--- config.mk ---
export PLATFORM = sky130hd
export DESIGN_NAME = pc_sequencer
export DESIGN_NICKNAME = d
export VERILOG_FILES = /design/src/rtl/pc_sequencer_pkg.sv /design/src/rtl/pc_target_sel.sv /design/src/rtl/pc_sequencer.sv
export SDC_FILE = /design/constraint.sdc
export NUM_CORES = 1
export LEC_CHECK = 0
export CAP_MARGIN = 20
export CORE_MARGIN = 5
export CORE_UTILIZATION = 44
export DETAILED_ROUTE_END_ITERATION = 6
export GPL_TIMING_DRIVEN = 0
export HOLD_SLACK_MARGIN = 0.15
export PLACE_DENSITY = 0.74
export SYNTH_ARGS = -nofsm -noshare
export SYNTH_HDL_FRONTEND = slang
export SYNTH_HIERARCHICAL = 1
export SYNTH_SLANG_ARGS = --single-unit
--- constraint.sdc ---
create_clock -name clock -period 3.9 [get_ports clock]
set_clock_uncertainty 0.15 [all_clocks]
set_input_delay 0.78 -clock clock [delete_from_list [all_inputs] [get_ports clock]]
set_output_delay 0.78 -clock clock [all_outputs]
set_load 0.05 [all_outputs]
--- src/rtl/pc_sequencer_pkg.sv ---
// Shared types and widths for the PC sequencer.
// State encoding, field widths and the link register index.
package pc_sequencer_pkg;

    localparam int PC_W     = 32;
    localparam int T_W      = 27;
    localparam int N_W      = 17;
    localparam int LINK_REG = 31;

    typedef enum logic {
        RUN    = 1'b0,
        BUBBLE = 1'b1
    } seq_state_t;

    // Widen the N field to a full PC offset, keeping its sign.
    function automatic logic [PC_W-1:0] sext_imm(
        input logic [N_W-1:0] v
    );
        return {{(PC_W-N_W){v[N_W-1]}}, v};
    endfunction

    // Widen the T field to a full PC, filling with zeros.
    function automatic logic [PC_W-1:0] zext_tgt(
        input logic [T_W-1:0] v
    );
        return {{(PC_W-T_W){1'b0}}, v};
    endfunction

endpackage

--- src/rtl/pc_target_sel.sv ---
// Control-transfer target selection for the PC sequencer.
// Priority mux over jr / jump / branch plus the branch adder.
module pc_target_sel
    import pc_sequencer_pkg::*;
(
    input  logic            run,
    input  logic            jp,
    input  logic            br,
    input  logic            jal,
    input  logic            jr,
    input  logic            bex,
    input  logic            rstatus_nz,
    input  logic [T_W-1:0]  target,
    input  logic [N_W-1:0]  imm,
    input  logic [PC_W-1:0] rd_val,
    input  logic [PC_W-1:0] pc_d,
    output logic            taken,
    output logic [PC_W-1:0] tgt
);

    logic            jump;
    logic [PC_W-1:0] br_tgt;

    // jal is always decoded together with jp; either one marks a jump.
    assign jump   = jp | jal;
    assign br_tgt = pc_d + PC_W'(1) + sext_imm(imm);

    // Priority pick; an untaken bex still blocks the branch term.
    always_comb begin
        taken = 1'b0;
        tgt   = '0;
        if (run) begin
            if (jr) begin
                taken = 1'b1;
                tgt   = rd_val;
            end else if (jump) begin
                taken = bex ? rstatus_nz : 1'b1;
                tgt   = zext_tgt(target);
            end else if (br) begin
                taken = 1'b1;
                tgt   = br_tgt;
            end
        end
    end

endmodule

--- src/rtl/pc_sequencer.sv ---
// Fetch/decode program counter sequencer.
// Holds pc, pc_d and the RUN/BUBBLE state; squashes one slot on redirect.
module pc_sequencer
    import pc_sequencer_pkg::*;
(
    input  logic            clock,
    input  logic            reset,
    input  logic            en,
    input  logic            jp,
    input  logic            br,
    input  logic            jal,
    input  logic            jr,
    input  logic            bex,
    input  logic            rstatus_nz,
    input  logic [T_W-1:0]  target,
    input  logic [N_W-1:0]  imm,
    input  logic [PC_W-1:0] rd_val,
    output logic [PC_W-1:0] pc,
    output logic [PC_W-1:0] pc_d,
    output logic [PC_W-1:0] link,
    output logic            inst_valid,
    output logic            redirect
);

    seq_state_t      state;
    logic            run;
    logic            taken;
    logic [PC_W-1:0] tgt;

    assign run        = (state == RUN);
    assign inst_valid = run;
    assign redirect   = taken;
    assign link       = pc_d + PC_W'(1);

    pc_target_sel u_sel (
        .run        (run),
        .jp         (jp),
        .br         (br),
        .jal        (jal),
        .jr         (jr),
        .bex        (bex),
        .rstatus_nz (rstatus_nz),
        .target     (target),
        .imm        (imm),
        .rd_val     (rd_val),
        .pc_d       (pc_d),
        .taken      (taken),
        .tgt        (tgt)
    );

    // Advance fetch/decode on enabled edges; a redirect inserts one bubble.
    always_ff @(posedge clock) begin
        if (reset) begin
            pc    <= '0;
            pc_d  <= '0;
            state <= BUBBLE;
        end else if (en) begin
            pc_d <= pc;
            if (taken) begin
                pc    <= tgt;
                state <= BUBBLE;
            end else begin
                pc    <= pc + PC_W'(1);
                state <= RUN;
            end
        end
    end

endmodule

---- Word level (Yosys, flattened, before mapping) ----
Cells that the tools add are included.
cells by class
  $add $sub $neg .......................... 3
  muxes and demuxes ....................... 11
  bitwise operators ....................... 2
operator list
  kind                     number
  $mux W32                 5
  $add A32 B1 Y32 const B  2
  $add A32 B32 Y32         1
  $mux W1                  6
  $not A1 Y1               1
  $or A1 B1 Y1             1
word-level totals
  register bits after elaboration ......... 65
  bits of input ports ..................... 85
  output and inout port bits .............. 98
  word-level logic and storage cells ...... 19

---- Depth between registers and ports, before layout ----
  depth after elaboration ................. 7
  mapped depth ............................ 16

---- Modules after synthesis ----
Netlist, hierarchy kept.
modules (own cells, without submodules)
  module         instances  cells each  area each (um^2)  sequential area each (um^2)
  pc_sequencer   1          495         3841.2            1301.2
  pc_target_sel  1          400         2676.3            0.0

---- Worst setup path before layout ----
OpenSTA, ideal clock, no wires.
  path kind ............................... input-to-reg
  start ................................... input port jal
  end ..................................... register pc[15]
  arrival ................................. 3942 ps
  data required time ...................... 3622 ps
  setup slack ............................. -319 ps
  stages on the path ...................... 11
  cells stage by stage .................... or2_2 clkbuf_1 buf_1 o21ai_0 a21boi_0 clkbuf_1 clkbuf_1 clkbuf_1 o21ai_0 a22oi_1 nor2_1
on the way
  cells in the longest elaborated chain, start to end .. 5
  elaborated cells on any way between the ends .. 8
  classes of those cells .................. mux (7); bitwise (1)
ends and longest elaborated chain
  what                    RTL line             RTL
  start: declaration      pc_sequencer.sv:11   input logic jal,
  $or A1 B1 Y1            pc_target_sel.sv:25  assign jump = jp | jal;
  $mux W1                 pc_target_sel.sv:36  end else if (jump) begin
  $mux W1                 pc_target_sel.sv:33  if (jr) begin
  $mux W1                 pc_target_sel.sv:32  if (run) begin
  net redirect            pc_sequencer.sv:22   output logic redirect
  $mux W32                pc_sequencer.sv:59   if (taken) begin
  end signal: assignment  pc_sequencer.sv:60   pc <= tgt;
  end signal: assignment  pc_sequencer.sv:63   pc <= pc + PC_W'(1);
  end: declaration        pc_sequencer.sv:18   output logic [PC_W-1:0] pc,
The timed path passes the listed nets, and every way through them passes these cells.
A chain may end at the register's enable or synchronous reset.

---- Worst setup path after layout ----
  start ................................... input port imm[0]
  end ..................................... register pc[22]
on the way
  cells in the longest elaborated chain, start to end .. 6
ends and longest elaborated chain
  what                RTL line             RTL
  start: declaration  pc_sequencer.sv:16   input logic [N_W-1:0] imm,
  $add A32 B32 Y32    pc_target_sel.sv:26  assign br_tgt = pc_d + PC_W'(1) + sext_imm(imm);
  $mux W32            pc_target_sel.sv:39  end else if (br) begin
  $mux W32            pc_target_sel.sv:36
  $mux W32            pc_target_sel.sv:33
  $mux W32            pc_target_sel.sv:32
  net tgt[22]         pc_sequencer.sv:28   logic [PC_W-1:0] tgt;
  $mux W32            pc_sequencer.sv:59
The timed path passes the listed nets, and every way through them passes these cells.

==> impl_metrics.ini <==
[run_status]
outcome = finished, final reports clean

[power_and_ir_drop]
powerDensity_nw_per_um2 = 236
p_leak_nw = 3.64
peakVddDrop_mv = 0.204

[synthesis]
syn_nets = 1015
synth_top_flop_cell = dfxtp_1
async_flop_share_pct = 0
syn_area_um2 = 6520
synth_edf_count = 0
synth.area.mux_share_pct = 5.99
synth_seq_area_share_pct = 20.0
synth_top_area_share_pct = 20.0
yosys.cell_types.count = 80
synthTopCellsByCount = 119 x nor2_1, 84 x nand2_1, 65 x dfxtp_1
ys_seq_elements = 65
syn-instance-count = 895
synth_top_family_by_area = simple AND/OR/NAND/NOR gates
yosys.area_share.xor_xnor_pct = 7.12
synth_simple_gate_area_share_pct = 27.6
synth.area.top_cells = dfxtp_1 20%, nor2_1 6.9%, ha_1 6.5%
syn_avg_cell_area_um2 = 7.28
synth_top_area_cell = dfxtp_1
yosysMostFrequentCell = nor2_1
synth_adder_area_share_pct = 6.83
ys_warn_count = 6
synth_compound_area_share_pct = 27.4

[cts]
clock_latency_ns = 0.34
numCtsBuffers = 9
cts_root_buf = clkbuf_16
clk_pin_slew_ns = 0.05
h-tree-depth = 3
clockBufferDepth = 2
cts.sinks = 65
cts_tree = built

[timing]
post-route-period-util_pct = 97.8
rsz0062_at_grt = true
maxSlewViolCount = 0
slew_headroom_pct = 43.0
fin_crit_ns = 3.81
setup_viol = 0
setup_slack_ns = 0.0872
max_freq_ghz = 0.262
tightestPinTransition_ns = 0.849
finalHoldViolCount = 0
hold_slack_ns = 0.405

[floorplan]
die_x_um = 132
core_area_um2 = 14500
die_y_um = 132
initial_core_util_pct = 44.8
num_rows = 44
die-area_um2 = 17300
io_pins = 183

[finish]
regArea_um2 = 1300
syn_to_final_growth_pct = 36.7
multi_input_comb_area_um2 = 4930
nFillCells = 1385
fin_area_um2 = 8910
antennaDiodeCount = 0
num-nets-final = 1209
drive_gt1_share_pct = 7.61

[global_route]
antenna_found_initial = 1
grt_pass1_vias = 7343
grt_pass1_wl_um = 40300
gr-total-overflow = 0
grtUsageTotal_pct = 28.6
grt_max_degree = 17

[worst_hold_path]
hp-class = flop to flop
min_from = state$_SDFFE_PP1P_

[critical_path]
end_kind = flop
start_kind = input port
crit_required_ns = 4.01
slowest_delay_ns = 0.52
crit_buf_inv = 3
worstReg2RegStart = pc_d[0]$_SDFFE_PP0P_
path_delay_family = simple AND/OR/NAND/NOR gates
cpMaxStageDelayCell = or4_4
worstSetupStartpoint = imm[0]
cp_cell_sequence = clkdlybuf4s50_1 > inv_2 > ha_1 > inv_1 > fa_2 > a21oi_4 > o211ai_4 > nand4_4 > nand3_2 > and2_4 > a21oi_2 > xnor2_1 > a32o_2 > nor2_1 > or4_4 > a211oi_2
cp_max_fo = 4
worstSetupPathType = input port to flop
cp.arrival_ns = 3.92

[drt]
drtPass1Iterations = 5
first_iter_violations = 772
final_antenna_net_count = 0
wl_um = 26200
routedWlPerCell_um = 20.6
vias_per_cell = 6.10
drc = 0
vias = 7778

[place]
place_area_um2 = 8560
dp_hpwl_um = 20500
portBuffers = 181
dp_worst_setup_slack_ns = -0.684
place_congestion = 0.940

[job]
cap_violations = 0
## cell families after synthesis
| logic type | after synthesis |
|---|---|
| XOR/XNOR | 53 |
| multiplexers | 39 |
| AO/OA/AOI/OAI | 257 |
| adder cells (fa/ha/maj) | 35 |
| AND/OR/NAND/NOR | 361 |
| flip-flops | 65 |
| buffers and inverters | 85 |
## cells in the final DEF, fill, tap and decap left out, types with 24 or more instances in the layout
cell type        synthesis  layout
clkdlybuf4s50_1          0     158
clkbuf_1                49      46
nand3_1                 38      38
nor2_1                 119     119
xnor2_1                 34      34
ha_1                    34      34
inv_1                   25      24
o21ai_0                 52      52
nand2_1                 84      84
dfxtp_1                 65      65
a21oi_1                 60      58
mux2i_1                 39      39
## final cells by class
cell class                 instances  area share, %
sequential                        65           14.6
buffer                            59           2.65
multi-input combinational        745           55.4
tap                              184           2.58
clock buffer                      13           3.03
inverter                          25           1.05
timing repair buffer             184           20.7
## stage by stage
stage,power [W],util (%),setup TNS [ns],std cells
floorplan,0.00110,-,0,895
global placement,0.00135,58.9,-17.33,1260
detailed placement,0.00135,58.9,-18.54,1260
CTS,0.00209,61.0,-0.0139,1273
global route,0.00218,61.3,-0.0292,1275
finish,0.00210,61.3,0,1275
## where the power goes
part           total, W  leakage (nW)  internal [W]  switching [W]
combinational  0.000630          2.98      0.000249       0.000382
sequential     0.000721         0.527      0.000685      0.0000369
clock          0.000753         0.134      0.000471       0.000282
total           0.00210          3.64       0.00140       0.000700
## final timing paths
path         cells past startpoint  slack [ns]                  end
max                             16        0.09  pc[22]$_SDFFE_PP0P_
min                              2        0.41   state$_SDFFE_PP1P_
max reg2reg                     15        0.55  pc[22]$_SDFFE_PP0P_
min reg2reg                      2        0.41   state$_SDFFE_PP1P_
## per-layer routing
metal / track usage [%] / wire length (um)
met5: 0 / 7
met4: 9.37 / 801
met3: 9.02 / 2590
met2: 45.8 / 11900
met1: 36.7 / 11000
## registers in the layout (all words and copies together), names as in the netlist
| signal | cells |
|---|---|
| state | 1 |
| pc_d | 32 |
| pc | 32 |
## worst register-to-register path, delay by kind of cell (launching register included)
kind / cells / cell delay, ns
flip-flops: 1 / 0.46
XOR/XNOR: 1 / 0.20
buffers and inverters: 2 / 0.17
AND/OR/NAND/NOR: 5 / 1.02
AO/OA/AOI/OAI: 5 / 0.83
adder cells (fa/ha/maj): 2 / 0.43
## timing repair
| action | CTS | global route |
|---|---|---|
| hold buffers | 0 | 0 |
| resized for setup | 41 | 21 |
| endpoints found under the setup margin | 45 | 32 |
| pin swaps | 3 | 4 |
| setup buffers | 1 | 2 |
(Power assumes the default switching activity.)
==> RTL change 1 (same settings) <==
The package constant `T_W` goes from 27 to 19.
--- a/src/rtl/pc_sequencer_pkg.sv
+++ b/src/rtl/pc_sequencer_pkg.sv
@@ -3,7 +3,7 @@
 package pc_sequencer_pkg;
 
     localparam int PC_W     = 32;
-    localparam int T_W      = 27;
+    localparam int T_W      = 19;
     localparam int N_W      = 17;
     localparam int LINK_REG = 31;
 
Ports: changed (resized target); port bits go from 183 to 175. The function was not compared with the original's and may differ.
==> RTL change 1 against the unedited design <==
Sequential cell count unchanged. Die area fell by 5.1%. Area after synthesis shrank 5.5%. Hold slack gained 0.033 ns. Count of clock-buffer cells in the layout up 1. Via count decreased by 5.5%. Clock power increased by 11%. Register-to-register slack got worse by 0.05 ns. Sequential share of layout area grew 0.56 points. Worst setup slack got worse by 0.021 ns. Routed wire length decreased by 8.9%. Power rose by 0.95%. Cell area decreased by 3.5%.
==> RTL change 1: results (changes against the unedited design) <==
Clock network
The depth of the CTS H-tree is 3 (unchanged). The clock-pin slew on the worst setup and hold paths was 0.05 ns (about the same). The latest clock arrival within the worst-skew pair came to 0.34 ns (about the same). The clock tree root driver cell is sky130_fd_sc_hd__clkbuf_16. The number of buffers created by CTS is 9 (unchanged).

The maximum buffer depth of the clock tree is 2 (unchanged).

Setup path
The arrival time reported for the critical path endpoint is 3.94 ns (+0.02 ns). The endpoint of the most critical register-to-register path is pc[22]. The cell with the largest stage delay on the worst path is sky130_fd_sc_hd__or4_1.

The path depth of the worst reg2reg path was 11 (-4). The peak fanout along the critical path was 4 (unchanged). The register-to-register setup slack is 0.50 ns (-0.05 ns). The largest stage delay on the critical path came to 0.52 ns (about the same). In this run the critical register-to-register path is launched from pc_d[3].

In this design, the largest share of critical-path delay is due to compound AO/OA/AOI/OAI gates.

Synth
Sorting the synthesized cells by how often they occur yields 98 x sky130_fd_sc_hd__nor2_1, 83 x sky130_fd_sc_hd__nand2_1, 65 x sky130_fd_sc_hd__dfxtp_1. The portion of the post-synthesis area used by sequential elements is 0.211 (+0.0117). After synthesis, the cell types taking the most area are sky130_fd_sc_hd__dfxtp_1 21%, sky130_fd_sc_hd__ha_1 6.9%, sky130_fd_sc_hd__nor2_1 6.0%, sky130_fd_sc_hd__mux2i_1 5.7%, sky130_fd_sc_hd__xnor2_1 5.3%. The number of flops mapped to enable cells by yosys is 0 (unchanged). The average size of a mapped cell is 7.36 um^2 (+1.0%). The number of distinct library cells after synthesis is 73 (-8.8%). The proportion of synthesized flip-flops having asynchronous set or reset is 0 (unchanged). The total of warnings raised by yosys came to 6 (unchanged). The number of nets produced by synthesis is 949 (-6.5%).

Min path
The number of stages on the worst hold path is 2 (unchanged). In this run the worst hold path is classified as register to register. The startpoint of the lowest-slack hold path is pc[1]. The path with the worst hold slack has its endpoint at pc[1].

Detailed routing
The via count is 7347 (-5.5%). The first-pass iteration count of the detailed router is 7 (+2). The number of design-rule violations left by the first detailed-router iteration was 739 (-4.3%). The routed length per placed instance is 19.6 um (-4.5%).

Global route
The total track usage is 0.278 (-0.00786). The wire length of the first global-routing pass is 36.0 mm (-11%). The pin count of the biggest net entering global routing was 17 (unchanged). The via count of the first global-routing pass is 6611 (-10%). The number of antenna violations at the first check in global routing is 0 (-1).

Status
The flow ran to the end, and the final reports show no timing, DRC or antenna violations.

Pwr
The worst-case vdd ir drop came to 0.305 mV (+49%). The leakage power total is 3.48 nW (-4.4%).

STA
The transition time at the pin with the least slew margin is 0.859 ns (+0.0108 ns). The part of the cycle the worst path needs came to 0.983 (+0.00528).

Finish
The ratio of cells with drive above 1 in the final layout was 0.0772 (+0.00114). The number of non-filler instances in the completed layout is 1216 (-4.6%). The net count reported at finish was 1143 (-5.5%).

The largest registers in the layout are pc (32), pc_d (32), state (1). The number of inserted diodes came to 0 (unchanged).

Placement
The worst setup slack after placement is -0.681 ns (+0.00322 ns). The post-DP HPWL came to 18.3 mm (-11%). The number of port buffers came to 174 (-3.9%). The global placement routability congestion is 0.985 (+4.8%).
RTL change 1: cell types whose count changed in the layout (fill, tap and decap cells not counted), moves of 6 or more:
cell | before | now
sky130_fd_sc_hd__nor2_1 | 119 | 98
sky130_fd_sc_hd__clkdlybuf4s50_1 | 158 | 151
sky130_fd_sc_hd__clkbuf_1 | 46 | 36
sky130_fd_sc_hd__buf_4 | 3 | 10
sky130_fd_sc_hd__o21ai_1 | 3 | 10
sky130_fd_sc_hd__dlygate4sd2_1 | 2 | 8
RTL change 1: layout make-up:
cell class,count,area (um^2)
Tap cell,180,225
Clock inverter,2,35.0
Sequential cell,65,1300
Multi-Input combinational cell,700,4680
Buffer,49,198
Timing Repair Buffer,184,1800
Fill cell,1296,5230
Clock buffer,14,274
Inverter,22,82.6
RTL change 1: power breakdown:
part           internal [mW]  switching [mW]
logic                  0.232           0.341
registers              0.683          0.0349
clock network          0.546           0.288
RTL change 1: repair_timing:
action / 4_1_cts / 5_1_grt
gates cloned: 0 / 0
endpoints found under the setup margin: 40 / 39
resized for setup: 41 / 35
pin swaps: 4 / 19
endpoints found under the hold margin: 0 / 0
buffers inserted: 3 / 7
RTL change 1: cell families after synthesis:
logic type      share of synthesized area
compound gates                      0.274
flops                               0.211
mux                                0.0569
buf+inv                            0.0447
simple gates                        0.256
xor+xnor                           0.0853
fa+ha+maj                          0.0723
RTL change 1: tightest hold or removal path, cell delays in order (launching register included):
cell                       delay [ns]
sky130_fd_sc_hd__dfxtp_1         0.37
sky130_fd_sc_hd__nor2_1          0.11
sky130_fd_sc_hd__a211oi_1        0.06
RTL change 1: per-layer routing:
layer / track usage / wire length (um) / share of wire
met5: 0 / 0 / 0
met3: 0.0779 / 2500 / 0.10
met1: 0.357 / 9680 / 0.41
met2: 0.441 / 10700 / 0.45
met4: 0.111 / 1030 / 0.043
RTL change 1: worst max-delay path by stage:
stage	end	slack [ns]	depth (start not counted)	start
5_1_grt	link[14]	-0.05	6	pc_d[1]
2_1_floorplan	link[28]	0.10	6	pc_d[1]
3_5_place_dp	pc[28]	-0.68	14	imm[16]
3_3_place_gp	pc[28]	-0.63	14	imm[16]
4_1_cts	link[30]	0.002	7	pc_d[10]
6_report	pc[22]	0.07	15	imm[0]
RTL change 1: per-stage QoR:
step / hold WS (ns) / instance area, um^2
3_5_place_dp: 0.415 / 8120
2_1_floorplan: 0.596 / 6160
3_3_place_gp: 0.413 / 8120
5_1_grt: 0.475 / 8600
6_report: 0.438 / 8600
4_1_cts: 0.426 / 8500
==> RTL change 2 (config.mk and constraints unchanged) <==
Without the edit above. Register the outputs `link`, `inst_valid` and `redirect`; this adds one clock of latency there. The other outputs are not delayed to match.
--- a/src/rtl/pc_sequencer.sv
+++ b/src/rtl/pc_sequencer.sv
@@ -28,9 +28,11 @@
     logic [PC_W-1:0] tgt;
 
     assign run        = (state == RUN);
-    assign inst_valid = run;
-    assign redirect   = taken;
-    assign link       = pc_d + PC_W'(1);
+    always_ff @(posedge clock) begin
+        link       <= pc_d + PC_W'(1);
+        inst_valid <= run;
+        redirect   <= taken;
+    end
 
     pc_target_sel u_sel (
         .run        (run),
Formal check against the unedited RTL: not equivalent (Yosys sat finds a counterexample within 4 cycles, from zero or initial values and one cycle with reset high).
==> RTL change 2 against the unedited design <==
Die area rose by 10%. Core utilization is 1.1 points lower. Sequential share of layout area is 6.0 points higher. Clock power grew 37%. Routed wire length up 1.5%. Worst setup slack gained 0.071 ns. First-iteration DRC count grew 23%. Cell area increased by 8.1%. Critical path type unchanged. Cell count up 3.6%. Power up 29%. Sequential cell count up 34. Critical endpoint is now pc[0]. Area after synthesis increased by 11%.
==> RTL change 2: results (changes against the unedited design) <==
Status
The flow ran to the end, and the final reports show no timing, DRC or antenna violations.

Clock network
The clock-pin slew on the worst setup and hold paths came to 0.07 ns (+0.02 ns). The clock tree root driver cell is sky130_fd_sc_hd__clkbuf_16. The number of setup buffers added after CTS is 0 (-1). The maximum buffer depth of the clock tree is 2 (unchanged).

Setup path
The largest stage delay on the critical path is 0.48 ns (-0.04 ns). The peak fanout along the critical path came to 11 (+7). Broken down by cell family, the worst path's largest delay share belongs to buffers and inverters.

The arrival time reported for the critical path endpoint is 3.87 ns (-0.05 ns). The largest individual stage delay along the critical path comes from the cell sky130_fd_sc_hd__a21boi_1. The register-to-register setup slack is 0.45 ns (-0.10 ns).

Global route
The via count of the first global-routing pass is 7258 (-1.2%). The wire length of the first global-routing pass was 41.1 mm (+2.1%). The total track usage is 0.267 (-0.0188).

Detailed routing
The via count is 7875 (+1.2%). The number of design-rule violations left by the first detailed-router iteration is 946 (+23%). The first-pass iteration count of the detailed router is 6 (+1).

Synth
Ranked by total cell area, the synthesized netlist is headed by sky130_fd_sc_hd__dfxtp_1 27%, sky130_fd_sc_hd__ha_1 5.9%, sky130_fd_sc_hd__mux2i_1 5.8%, sky130_fd_sc_hd__nor2_1 5.8%, sky130_fd_sc_hd__nand2_1 4.3%. The synthesized-area fraction occupied by ao, oa, aoi and oai cells came to 0.241 (-0.0332). The number of nets produced by synthesis came to 1030 (+1.5%). The portion of the post-synthesis area used by sequential elements was 0.274 (+0.0745).

The proportion of synthesized area in mux cells is 0.0597 (-0.000187). The arithmetic-cell share of the synthesized area counting full adders, half adders and majority gates is 0.0616 (-0.00673). Sorting the synthesized cells by how often they occur yields 112 x sky130_fd_sc_hd__nor2_1, 99 x sky130_fd_sc_hd__dfxtp_1, 82 x sky130_fd_sc_hd__nand2_1. The number of distinct library cells after synthesis is 85 (+6.3%).

STA
The worst hold-check slack is 0.313 ns (-0.0928 ns). The max-slew headroom at the worst pin is 0.492 (+0.0621).

Placement
The cell area after placement is 9290 um^2 (+8.6%). The post-DP HPWL came to 20.9 mm (+2.0%). The number of port buffers is 179 (-1.1%).

The global placement routability congestion is 1.01 (+7.0%).

Finish
The net count reported at finish came to 1219 (+0.83%). The ratio of cells with drive above 1 in the final layout is 0.0625 (-0.0136).

Pwr
The leakage power total is 3.75 nW (+3.1%).
==> RTL change 2: cell count changes after synthesis, moves of 8 or more <==
cell                       before  now
sky130_fd_sc_hd__a211oi_1      15    4
sky130_fd_sc_hd__o21ai_0       52   36
sky130_fd_sc_hd__clkbuf_1      49   41
sky130_fd_sc_hd__a22oi_1        8   17
sky130_fd_sc_hd__nor2b_1       13    3
sky130_fd_sc_hd__dfxtp_1       65   99
==> RTL change 2: per-layer routing <==
layer,up-vias,wire (um),GRT usage
li1,3745,-,-
met1,3657,11300,0.359
met2,422,12500,0.438
met3,51,2080,0.0372
met4,0,809,0.101
met5,-,0,0
==> RTL change 2: area by class of cell <==
cell class	instances	area (um^2)
fillers	1518	6370
multi-input cells	724	4910
repair buffers	179	1790
flip-flops and latches	99	1980
clock inverters	4	77.6
clock buffers	12	256
inverters	28	105
well taps	216	270
plain buffers	58	236
diodes	1	2.50
==> RTL change 2: what timing repair did <==
action,4_1_cts,5_1_grt
cloned,0,0
resized for setup,3,3
endpoints found under the setup margin,30,5
==> RTL change 2: metrics by stage <==
stage	TNS, ns	setup WS (ns)	power (mW)	utilization	cells
after floorplan	0	0.617	1.45	-	910
after global placement	-17.36	-0.733	1.69	0.581	1305
after detailed placement	-17.67	-0.726	1.69	0.581	1305
after CTS	0	0.197	2.71	0.601	1320
after global routing	0	0.00647	2.81	0.602	1321
final	0	0.158	2.72	0.602	1321
==> RTL change 2: final timing paths <==
check	depth (start not counted)	endpoint	startpoint
setup / recovery	9	pc[0]	jp
hold / removal	1	inst_valid	state
setup reg to reg	14	pc[24]	pc_d[0]
hold reg to reg	1	inst_valid	state
==> RTL change 2: report_power, final <==
part	internal (mW)	switching, mW	leakage [nW]
Sequential	1.04	0.0413	0.801
Combinational	0.242	0.367	2.78
Clock	0.603	0.428	0.164
